[config.mk]
export PLATFORM = sky130hd
export DESIGN_NAME = fwd_hazard_unit
export DESIGN_NICKNAME = d
export VERILOG_FILES = /design/src/rtl/fwd_hazard_unit.sv
export SDC_FILE = /design/constraint.sdc
export NUM_CORES = 1
export LEC_CHECK = 0
export CELL_PAD_IN_SITES_DETAIL_PLACEMENT = 0
export CELL_PAD_IN_SITES_GLOBAL_PLACEMENT = 1
export CORE_MARGIN = 2
export CORE_UTILIZATION = 20
export CTS_BUF_LIST = sky130_fd_sc_hd__clkbuf_2 sky130_fd_sc_hd__clkbuf_4 sky130_fd_sc_hd__clkbuf_8
export DETAILED_ROUTE_END_ITERATION = 10
export GPL_ROUTABILITY_DRIVEN = 0
export PLACE_DENSITY_LB_ADDON = 0.1
export SLEW_MARGIN = 20
export SYNTH_ARGS = -nofsm -noshare
export SYNTH_HDL_FRONTEND = slang
export SYNTH_SLANG_ARGS = --single-unit
[constraint.sdc]
create_clock -name CLK -period 1.9 [get_ports CLK]
set_input_delay 0.285 -clock CLK [delete_from_list [all_inputs] [get_ports CLK]]
set_output_delay 0.285 -clock CLK [all_outputs]
set_load 0.01 [all_outputs]
[src/rtl/fwd_hazard_unit.sv]
// Operand forwarding (youngest producer wins) plus load-use stall FSM for the pipelined datapath.
// Define FWD_HAZARD_PERF_EN to build the stall/forward performance counters; otherwise they read 0.
module fwd_hazard_unit #(
    parameter int NSRC   = 2,
    parameter int NFWD   = 2,
    parameter int REGW   = 5,
    parameter int LU_LAT = 1,
    localparam int SELW  = $clog2(NFWD + 1)
) (
    input  logic                   CLK,
    input  logic                   RST,
    input  logic [NSRC*REGW-1:0]   ex_src,
    input  logic [NSRC*REGW-1:0]   id_src,
    input  logic                   ex_ld,
    input  logic                   ex_wen,
    input  logic [REGW-1:0]        ex_dst,
    input  logic [NFWD-1:0]        prod_wen,
    input  logic [NFWD*REGW-1:0]   prod_dst,
    input  logic                   freeze,
    input  logic                   flush,
    output logic [NSRC*SELW-1:0]   fwd_sel,
    output logic                   stall,
    output logic [31:0]            stall_cnt,
    output logic [31:0]            fwd_cnt
);

    localparam logic [0:0] ST_RUN  = 1'b0;
    localparam logic [0:0] ST_HOLD = 1'b1;
    localparam logic [3:0] HOLD_INIT = 4'(LU_LAT - 1);

    logic [0:0] state;
    logic [0:0] state_d;
    logic [3:0] cnt;
    logic [3:0] cnt_d;
    logic       src_hit;
    logic       det;
    logic       stall_d;

    // Scan producers oldest to youngest so a younger match overwrites an older one.
    always_comb begin
        fwd_sel = '0;
        for (int i = 0; i < NSRC; i++) begin
            for (int k = NFWD - 1; k >= 0; k--) begin
                if (prod_wen[k] &&
                    (prod_dst[k*REGW +: REGW] != '0) &&
                    (prod_dst[k*REGW +: REGW] == ex_src[i*REGW +: REGW])) begin
                    fwd_sel[i*SELW +: SELW] = SELW'(k + 1);
                end
            end
        end
    end

    always_comb begin
        src_hit = 1'b0;
        for (int i = 0; i < NSRC; i++) begin
            if (id_src[i*REGW +: REGW] == ex_dst) begin
                src_hit = 1'b1;
            end
        end
    end

    assign det = ex_ld & ex_wen & (ex_dst != '0) & src_hit & ~flush;

    // The detect cycle itself is the first stall cycle; HOLD covers the remaining LU_LAT-1.
    always_comb begin
        state_d = state;
        cnt_d   = cnt;
        stall_d = 1'b0;
        case (state)
            ST_RUN: begin
                stall_d = det;
                if (det && (LU_LAT > 1) && !freeze) begin
                    state_d = ST_HOLD;
                    cnt_d   = HOLD_INIT;
                end
            end
            ST_HOLD: begin
                if (flush) begin
                    state_d = ST_RUN;
                    cnt_d   = '0;
                end else begin
                    stall_d = 1'b1;
                    if (!freeze) begin
                        cnt_d = cnt - 4'd1;
                        if (cnt == 4'd1) begin
                            state_d = ST_RUN;
                        end
                    end
                end
            end
            default: begin
                state_d = ST_RUN;
                cnt_d   = '0;
            end
        endcase
    end

    always_ff @(posedge CLK or posedge RST) begin
        if (RST) begin
            state <= ST_RUN;
            cnt   <= '0;
        end else begin
            state <= state_d;
            cnt   <= cnt_d;
        end
    end

    assign stall = stall_d;

`ifdef FWD_HAZARD_PERF_EN
    logic        any_fwd;
    logic [31:0] stall_q;
    logic [31:0] fwd_q;

    assign any_fwd = |fwd_sel;

    // Frozen cycles are not counted; both counters wrap naturally.
    always_ff @(posedge CLK or posedge RST) begin
        if (RST) begin
            stall_q <= '0;
            fwd_q   <= '0;
        end else if (!freeze) begin
            if (stall_d) begin
                stall_q <= stall_q + 32'd1;
            end
            if (any_fwd) begin
                fwd_q <= fwd_q + 32'd1;
            end
        end
    end

    assign stall_cnt = stall_q;
    assign fwd_cnt   = fwd_q;
`else
    assign stall_cnt = '0;
    assign fwd_cnt   = '0;
`endif

endmodule
# Word level (Yosys, flattened, before mapping)
# Cells that the tools add are included.
[op_classes] add_sub_neg=1 mul=0 div=0 n_lt_le_gt_ge=0 eq_ne=8 n_shift=0 muxes=14 n_bitwise=6 reduce_logical=10
[op_table] op="$eq 5x5->1" n=6
[op_table] op="$reduce_bool 5->1" n=3
[op_table] op="$mux 2" n=4
[op_table] op="$mux 4" n=2
[op_table] op="$mux 1" n=7
[op_table] op="$logic_and 1x1->1" n=6
[op_table] op="$and 1x1->1" n=4
[op_table] op="$eq 4x1->1 const B" n=1
[op_table] op="$sub 4x1->4 const B" n=1
[op_table] op="$ne 2x1->1 const B" n=1
[op_table] op="$not 1->1" n=2
[op_table] op="$pmux 1 s2" n=1
[op_table] op="$reduce_and 2->1" n=1
[totals] regBits=5 latchBits=0 mem_bits_rw=0 rom_bits=0 in_bits=43 output_inout_bits=69 elab_cells=41 mem_count=0

# Logic depth before layout (Yosys ltp)
# Gate-level depths: netlist (run 1).
[logic_depth] ltp_word=6 mapped_depth=6 ltp_nobuf=6

# Worst setup path before layout (run 1)
# Ideal clock, no wire load.
[synth_path] kind="input-to-output" start="in prod_dst[1]" end="out fwd_sel[3]" t_arrival_ns=1.401 required_ns=1.615 slack_ns=0.214 path_stages=4 n_path_buf=0 cell_sequence="or4_4 > o21ai_2 > nor4_2 > nor4_2"
[synth_via] elab_chain_cells=4 word_cells_on_any_way=5 classes_between="eq/ne (1); mux (1); reduce/logical (3)"
[synth_lines] element="start: declaration" line="18" source="input logic [NFWD*REGW-1:0] prod_dst,"
[synth_lines] element="$reduce_bool 5->1" line="45" source="(prod_dst[k*REGW +: REGW] != '0) &&"
[synth_lines] element="$logic_and 1x1->1" line="44" source="if (prod_wen[k] &&"
[synth_lines] element="$logic_and 1x1->1 *" line="45"
[synth_lines] element="$mux 2 *" line="44"
[synth_lines] element="end: declaration" line="21" source="output logic [NSRC*SELW-1:0] fwd_sel,"
# Mark *: on every way between the ends. The rest lies on a longest branch, timed or not.

# Worst setup path in the final report (run 1)
[layout_path] start="in prod_dst[3]" end="out fwd_sel[3]"
# The elaborated chain is that of the path after synthesis.

==> summary.txt, run 1 <==
Critical path
  – Crit path arrival time: 1640 ps
  – Reg2Reg Depth: 3
  – CP Class: in2out
  – CP Capture Type: primary output
  – Worst EP required: 1620 ps
  – Flop-to-flop setup slack: 650 ps
  – R2r startpoint: cnt[0]$_DFFE_PP0P_
  – CP Launch Type: input pin
  – CP Max Fanout: 2
  – Reg2reg end: cnt[3]$_DFFE_PP0P_

Detailed routing
  – DRT antenna net count: 0
  – Wire per inst: between 9 and 10 um
  – Final WL: 2820 um
  – 1st-pass router iterations: 3
  – DR DRC count: 0
  – DRT iter0 DRCs: 18
  – Routed vias: about 1000
  – Vias per Instance: 3.44

Clock tree
  – Bufs on Longest Clock Path: 2
  – H-tree depth: 1
  – Cts bufs inserted: 3
  – CTS clk-pin slew, worst paths: 30 ps
  – Post-CTS Setup Repair Bufs: 0
  – CTS tree: yes
  – Worst skew pair latency: 210 ps
  – CTS Hold Bufs: 0
  – Root buf cell: clkbuf_8
  – Clock sink total: 5

STA
  – FMAX: about 0.52 GHz
  – Endpoints failing hold: 0
  – Fin crit period: 1930 ps
  – Period utilization: 102%
  – Setup-failing EPs final: 1
  – Setup ws final: -28.7 ps
  – Max Slew Vio Count: 0
  – Worst Skew: 0.268 ps
  – RSZ-0062 raised after global routing: yes

Global route
  – GRT Util Overall: under 10%
  – Vias in the first global route: roughly 1000
  – Antenna violations before repair: 0
  – Global route overflow: 0
  – First-pass GRT wire length: 4350 um
  – Pin count of the biggest net entering global routing: 7

Pwr
  – VDD IR-drop max: approximately 0.29 mV
  – Pwr dens: 347 mW/mm2
  – Pleak: 0.860 nW
  – Tot Pwr: around 0.6 mW

Yosys
  – Netlist cell types: 27
  – Synth Warn #: 0
  – Syn avg cell area: between 7 and 8 um2
  – Synth Cell Area: 0.00115 mm2
  – Number of synthesized register bits: 5
  – Sequential fraction of the synthesis area: 10.8%
  – Synthesized instance count: approximately 150

Floorplan
  – Overall die height: 80.0 um
  – Total Die Area: 0.00640 mm2
  – Num ports: between 100 and 150
  – Starting density of the core: a little over a fifth
  – Core area: between 0.005 and 0.006 mm2
  – FP Rows: 27
  – Die X: between 70 and 80 um

Status
  – Status: finished, violations left
  – Failing checks: setup timing

Cells and area
  – Commonest non-fill, non-tap cell in the layout: conb_1
  – Area delta synth->final: 49.1%
  – Final net count: 266
  – Ant. Diodes: 0
  – Commonest non-fill, non-tap cells in the layout: conb_1 (64), buf_4 (24), xor2_1 (22)
  – Fraction of layout cells with a size suffix above 1: 23.2%

Place
  – Dpl hpwl: roughly 2600 um
  – Number of port buffers: 47
  – Post-Place Setup Slack: -753 ps

Worst hold path
  – HP Class: in2async

Flow run
  – MaxCap Viol Count: 0
## power by group
part | total, mW | internal, mW | switching, mW
combinational | 0.285 | 0.137 | 0.148
sequential | 0.107 | 0.107 | 0
clock | 0.205 | 0.158 | 0.0474
total | 0.597 | 0.402 | 0.195
## logic make-up after synthesis
group                    after synthesis  synth area share (%)
AO/OA/AOI/OAI                         12                  6.93
XOR/XNOR                              30                  22.8
adder cells (fa/ha/maj)                2                  2.17
buffers and inverters                 70                  43.6
flip-flops                             5                  10.8
other                                  1                 0.325
AND/OR/NAND/NOR                       25                  13.4
## critical path: stages
cell and delay [ps]:
buf_6 90, or4_4 530, o21ai_4 200, nor4_4 80, nor4_2 280, buf_2 170
## metal layers
layer	part of all wire (%)	vias up	global-route usage, %
met3	14	2	4.41
li1	-	501	-
met2	50	62	15.1
met5	0	-	0
met4	0.21	0	0.508
met1	36	440	9.26
## flip-flops by register name, summed over array words and instances, names as in the netlist
name / flops
cnt: 4
state: 1
## how the worst max path moves through the flow
stage                            from    endpoint  slack (ps)  cells past startpoint
after floorplan           prod_dst[1]  fwd_sel[3]         210                      4
after global routing      prod_dst[3]  fwd_sel[3]         -90                      6
after detailed placement  prod_dst[1]  fwd_sel[3]        -750                      6
after CTS                 prod_dst[6]  fwd_sel[3]         -50                      6
after global placement    prod_dst[1]  fwd_sel[3]        -730                      6
final                     prod_dst[3]  fwd_sel[3]         -30                      6
## repair_timing
| item | in CTS | in global routing |
|---|---|---|
| resized for setup | 66 | 11 |
| endpoints found under the setup margin | 5 | 5 |
| pin swaps | 12 | 4 |
## area by class of cell
class                           count  area, um2
Fill cell                         614       3820
Multi-Input combinational cell    133        813
Timing Repair Buffer               72        622
Sequential cell                     5        125
Tap cell                           72       90.1
Clock buffer                        4       48.8
Inverter                            6       22.5
## through the flow
stage               hold slack, ps  instance area, um2  instances  utilization (%)  TNS, ps
finish                         276                1720        292             31.1    -28.7
detailed placement             505                1660        288             29.9    -3080
CTS                            285                1700        292             30.7    -45.3
global placement               493                1660        288             29.9    -3060
global route                   304                1720        292             31.1    -90.0
floorplan                     63.5                1390        208                -        0
## synthesized netlist by cell type
cell type	number	area share, %
xor2_1	22	17
nand3_1	3	1.3
nor4_2	2	2.2
o2111ai_1	1	0.76
o21ai_2	1	0.76
nand2b_1	1	0.54
nand2_1	3	0.98
or4_1	3	2.0
o21ai_1	1	0.43
o22ai_1	1	0.54
o21ai_0	3	1.3
nor3b_1	1	0.65
a22o_1	1	0.76
o31ai_1	2	1.3
a22oi_1	1	0.65
nor3_1	4	1.7
inv_1	6	2.0
buf_4	64	42
ha_1	2	2.2
or4_4	1	0.98
nor2_1	4	1.3
dfrtp_1	5	11
a21oi_1	1	0.43
conb_1	1	0.32
nor4_1	2	1.1
nor4b_1	1	0.76
xnor2_1	8	6.1
No activity file was read; power rests on OpenSTA's default activity.
==> run 2, diff against run 1 <==
CTS_CLUSTER_DIAMETER = 150   (was default)
SETUP_SLACK_MARGIN = 0.4   (was default)
TNS_END_PERCENT = 30   (was default)
==> run 2 against run 1 <==
The flow now finishes without violations. Final area is 0.36% higher. Sequential share of layout area about the same. Wire length rose by 6.8%. Register-to-register slack worse by 60 ps. Critical path type unchanged. Highest routed layer unchanged.
==> summary.txt, run 2 (synthesis gave the netlist of run 1 again) <==
Status
  – Status: complete, no violations (was finished, violations left)

Critical path
  – Slowest-stage cell, CP: or4_4 (unchanged)
  – Flop-to-flop setup slack: 590 ps (was 650 ps)
  – CP Class: in2out (unchanged)
  – Crit path arrival time: 1530 ps (was 1640 ps)
  – CP Max Fanout: 2 (unchanged)
  – Worst EP required: 1620 ps (about the same)
  – Reg2Reg Depth: 3 (unchanged)
  – Max stage delay on crit path: 530 ps (about the same)
  – CP Launch Type: input pin (unchanged)
  – Crit-path cells: buf_6, or4_4, o21ai_4, buf_6, nor4_4, nor4_4, buf_2 (was buf_6, or4_4, o21ai_4, nor4_4, nor4_2, buf_2)
  – Reg2reg end: cnt[3]$_DFFE_PP0P_ (unchanged)
  – R2r startpoint: cnt[0]$_DFFE_PP0P_ (unchanged)
  – CP Capture Type: primary output (unchanged)

Detailed routing
  – Wire per inst: 10.3 um (was 9.64 um)
  – Routed vias: 1019 (was 1005)
  – DR DRC count: 0 (unchanged)
  – DRT iter0 DRCs: 11 (was 18)
  – Vias per Instance: 3.49 (was 3.44)
  – 1st-pass router iterations: 4 (was 3)
  – DRT antenna net count: 0 (unchanged)
  – Final WL: 3010 um (was 2820 um)

Cells and area
  – Final net count: 266 (unchanged)
  – Biggest regs: cnt x4, state x1 (unchanged)
  – Area delta synth->final: 49.6% (was 49.1%)
  – Post-route cell area: 0.00173 mm2 (was 0.00172 mm2)
  – Fraction of layout cells with a size suffix above 1: 27.7% (was 23.2%)
  – Post-layout util: 31.2% (was 31.1%)
  – Commonest non-fill, non-tap cell in the layout: conb_1 (unchanged)
  – Commonest non-fill, non-tap cells in the layout: conb_1 (64), buf_4 (24), xor2_1 (22) (unchanged)
  – Biggest register: cnt (unchanged)
  – Max reg flops: 4 (unchanged)
  – Ant. Diodes: 0 (unchanged)

Pwr
  – Internal: 0.401 mW (was 0.402 mW)
  – Clk pwr share: 34.6% (was 34.4%)
  – Sw Share: 33.7% (was 32.7%)
  – Pwr dens: 351 mW/mm2 (was 347 mW/mm2)
  – Seq pwr share: 17.7% (was 17.9%)
  – Gate power share: 47.7% (about the same)
  – VDD IR-drop max: 0.183 mV (was 0.286 mV)
  – P_sw: 0.204 mW (was 0.195 mW)
  – Pleak: 0.910 nW (was 0.860 nW)

Global route
  – Global route overflow: 0 (unchanged)
  – Vias in the first global route: 983 (was 1005)
  – Pin count of the biggest net entering global routing: 7 (unchanged)
  – First-pass GRT wire length: 4460 um (was 4350 um)
  – Antenna violations before repair: 0 (unchanged)
  – GRT Util Overall: 8.89% (was 8.44%)

Clock tree
  – Cts bufs inserted: 3 (unchanged)
  – CTS tree: yes (unchanged)
  – Root buf cell: clkbuf_8 (unchanged)
  – H-tree depth: 1 (unchanged)
  – Clock sink total: 5 (unchanged)
  – CTS clk-pin slew, worst paths: 30 ps (about the same)
  – CTS Hold Bufs: 0 (unchanged)
  – Bufs on Longest Clock Path: 2 (unchanged)
  – Worst skew pair latency: 220 ps (was 210 ps)

Floorplan
  – Starting density of the core: 20.8% (unchanged)
  – Overall die height: 80.0 um (unchanged)
  – Total Die Area: 0.00640 mm2 (unchanged)
  – Die X: 80.0 um (unchanged)
  – Num ports: 112 (unchanged)
  – Core area: 0.00554 mm2 (unchanged)
  – FP Rows: 27 (unchanged)

STA
  – Endpoints failing hold: 0 (unchanged)
  – Period utilization: 95.5% (was 102%)
  – RSZ-0062 raised after global routing: yes (unchanged)
  – Setup-failing EPs final: 0 (was 1)
  – Max Slew Vio Count: 0 (unchanged)
  – Worst Skew: 0.571 ps (was 0.268 ps)
  – FMAX: 0.551 GHz (was 0.518 GHz)
  – Fin crit period: 1810 ps (was 1930 ps)

Place
  – Dpl hpwl: 2610 um (about the same)
  – Placed instance area: 0.00167 mm2 (was 0.00166 mm2)
  – Number of port buffers: 47 (unchanged)

Flow run
  – MaxCap Viol Count: 0 (unchanged)

Worst hold path
  – HP Class: in2async (unchanged)
-- run 2: changes by cell type in the layout (fill, tap and decap cells not counted), sizes merged --
cell / delta
buf: +1
clkdlybuf4s15: -3
dlymetal6s2s: +5
clkbuf: +7
dlygate4sd2: -4
clkdlybuf4s50: -6
-- run 2: worst max-delay path: cells and delay by family --
kind / cells / cell delay [ps]
AOI/OAI and AO/OA: 1 / 170
buffers and inverters: 3 / 370
and+or+nand+nor: 3 / 690
-- run 2: area by class of cell --
| class | instances | area [um2] |
|---|---|---|
| Fill cell | 623 | 3810 |
| Clock buffer | 4 | 48.8 |
| Tap cell | 72 | 90.1 |
| Sequential cell | 5 | 125 |
| Timing Repair Buffer | 72 | 597 |
| Multi-Input combinational cell | 133 | 845 |
| Inverter | 6 | 22.5 |
-- run 2: worst max-delay path by stage --
stage	startpoint	endpoint	slack, ps	depth (start not counted)
2_1_floorplan	ex_src[6]	fwd_sel[3]	330	3
3_3_place_gp	prod_dst[9]	fwd_sel[3]	-700	6
3_5_place_dp	prod_dst[6]	fwd_sel[3]	-700	6
4_1_cts	prod_dst[2]	fwd_sel[3]	-60	7
5_1_grt	prod_dst[2]	fwd_sel[3]	50	7
6_report	prod_dst[2]	fwd_sel[3]	90	7
-- run 2: what timing repair did --
item | CTS | global route
setup endpoints to repair | 5 | 6
pin swaps | 15 | 13
buffers inserted | 2 | 0
hold endpoints to repair | 0 | 0
resized for setup | 71 | 24
-- run 2: metal layers --
| metal | GRT usage (%) | share of wire [%] | vias to the layer above |
|---|---|---|---|
| met5 | 0 | 0 | - |
| met4 | 3.56 | 1.4 | 0 |
| li1 | - | - | 499 |
| met1 | 10.6 | 40 | 449 |
| met2 | 15.7 | 51 | 66 |
| met3 | 1.47 | 7.8 | 5 |
-- run 2: power groups by stage --
stage	Combinational (mW)	Clock [mW]	Sequential, mW
final	0.289	0.210	0.107
after global routing	0.317	0.229	0.107
after CTS	0.291	0.214	0.107
after global placement	0.285	0	0.108
after detailed placement	0.285	0	0.108
after floorplan	0.223	0	0.108
-- run 2: through the flow --
step           total power, mW  std cells  setup WS, ps  setup TNS [ps]  hold WS [ps]
2_1_floorplan            0.332        208           330               0          63.5
3_3_place_gp             0.394        286          -700           -2860           495
3_5_place_dp             0.393        286          -697           -2850           499
4_1_cts                  0.613        292         -57.9           -96.7           271
5_1_grt                  0.653        292          47.1               0           289
6_report                 0.606        292          85.2               0           273
==> run 3, diff against run 2 <==
SLEW_MARGIN = default   (was 20)
==> results of run 3 <==
The final DEF is identical to that of run 2; final timing and power are the same.
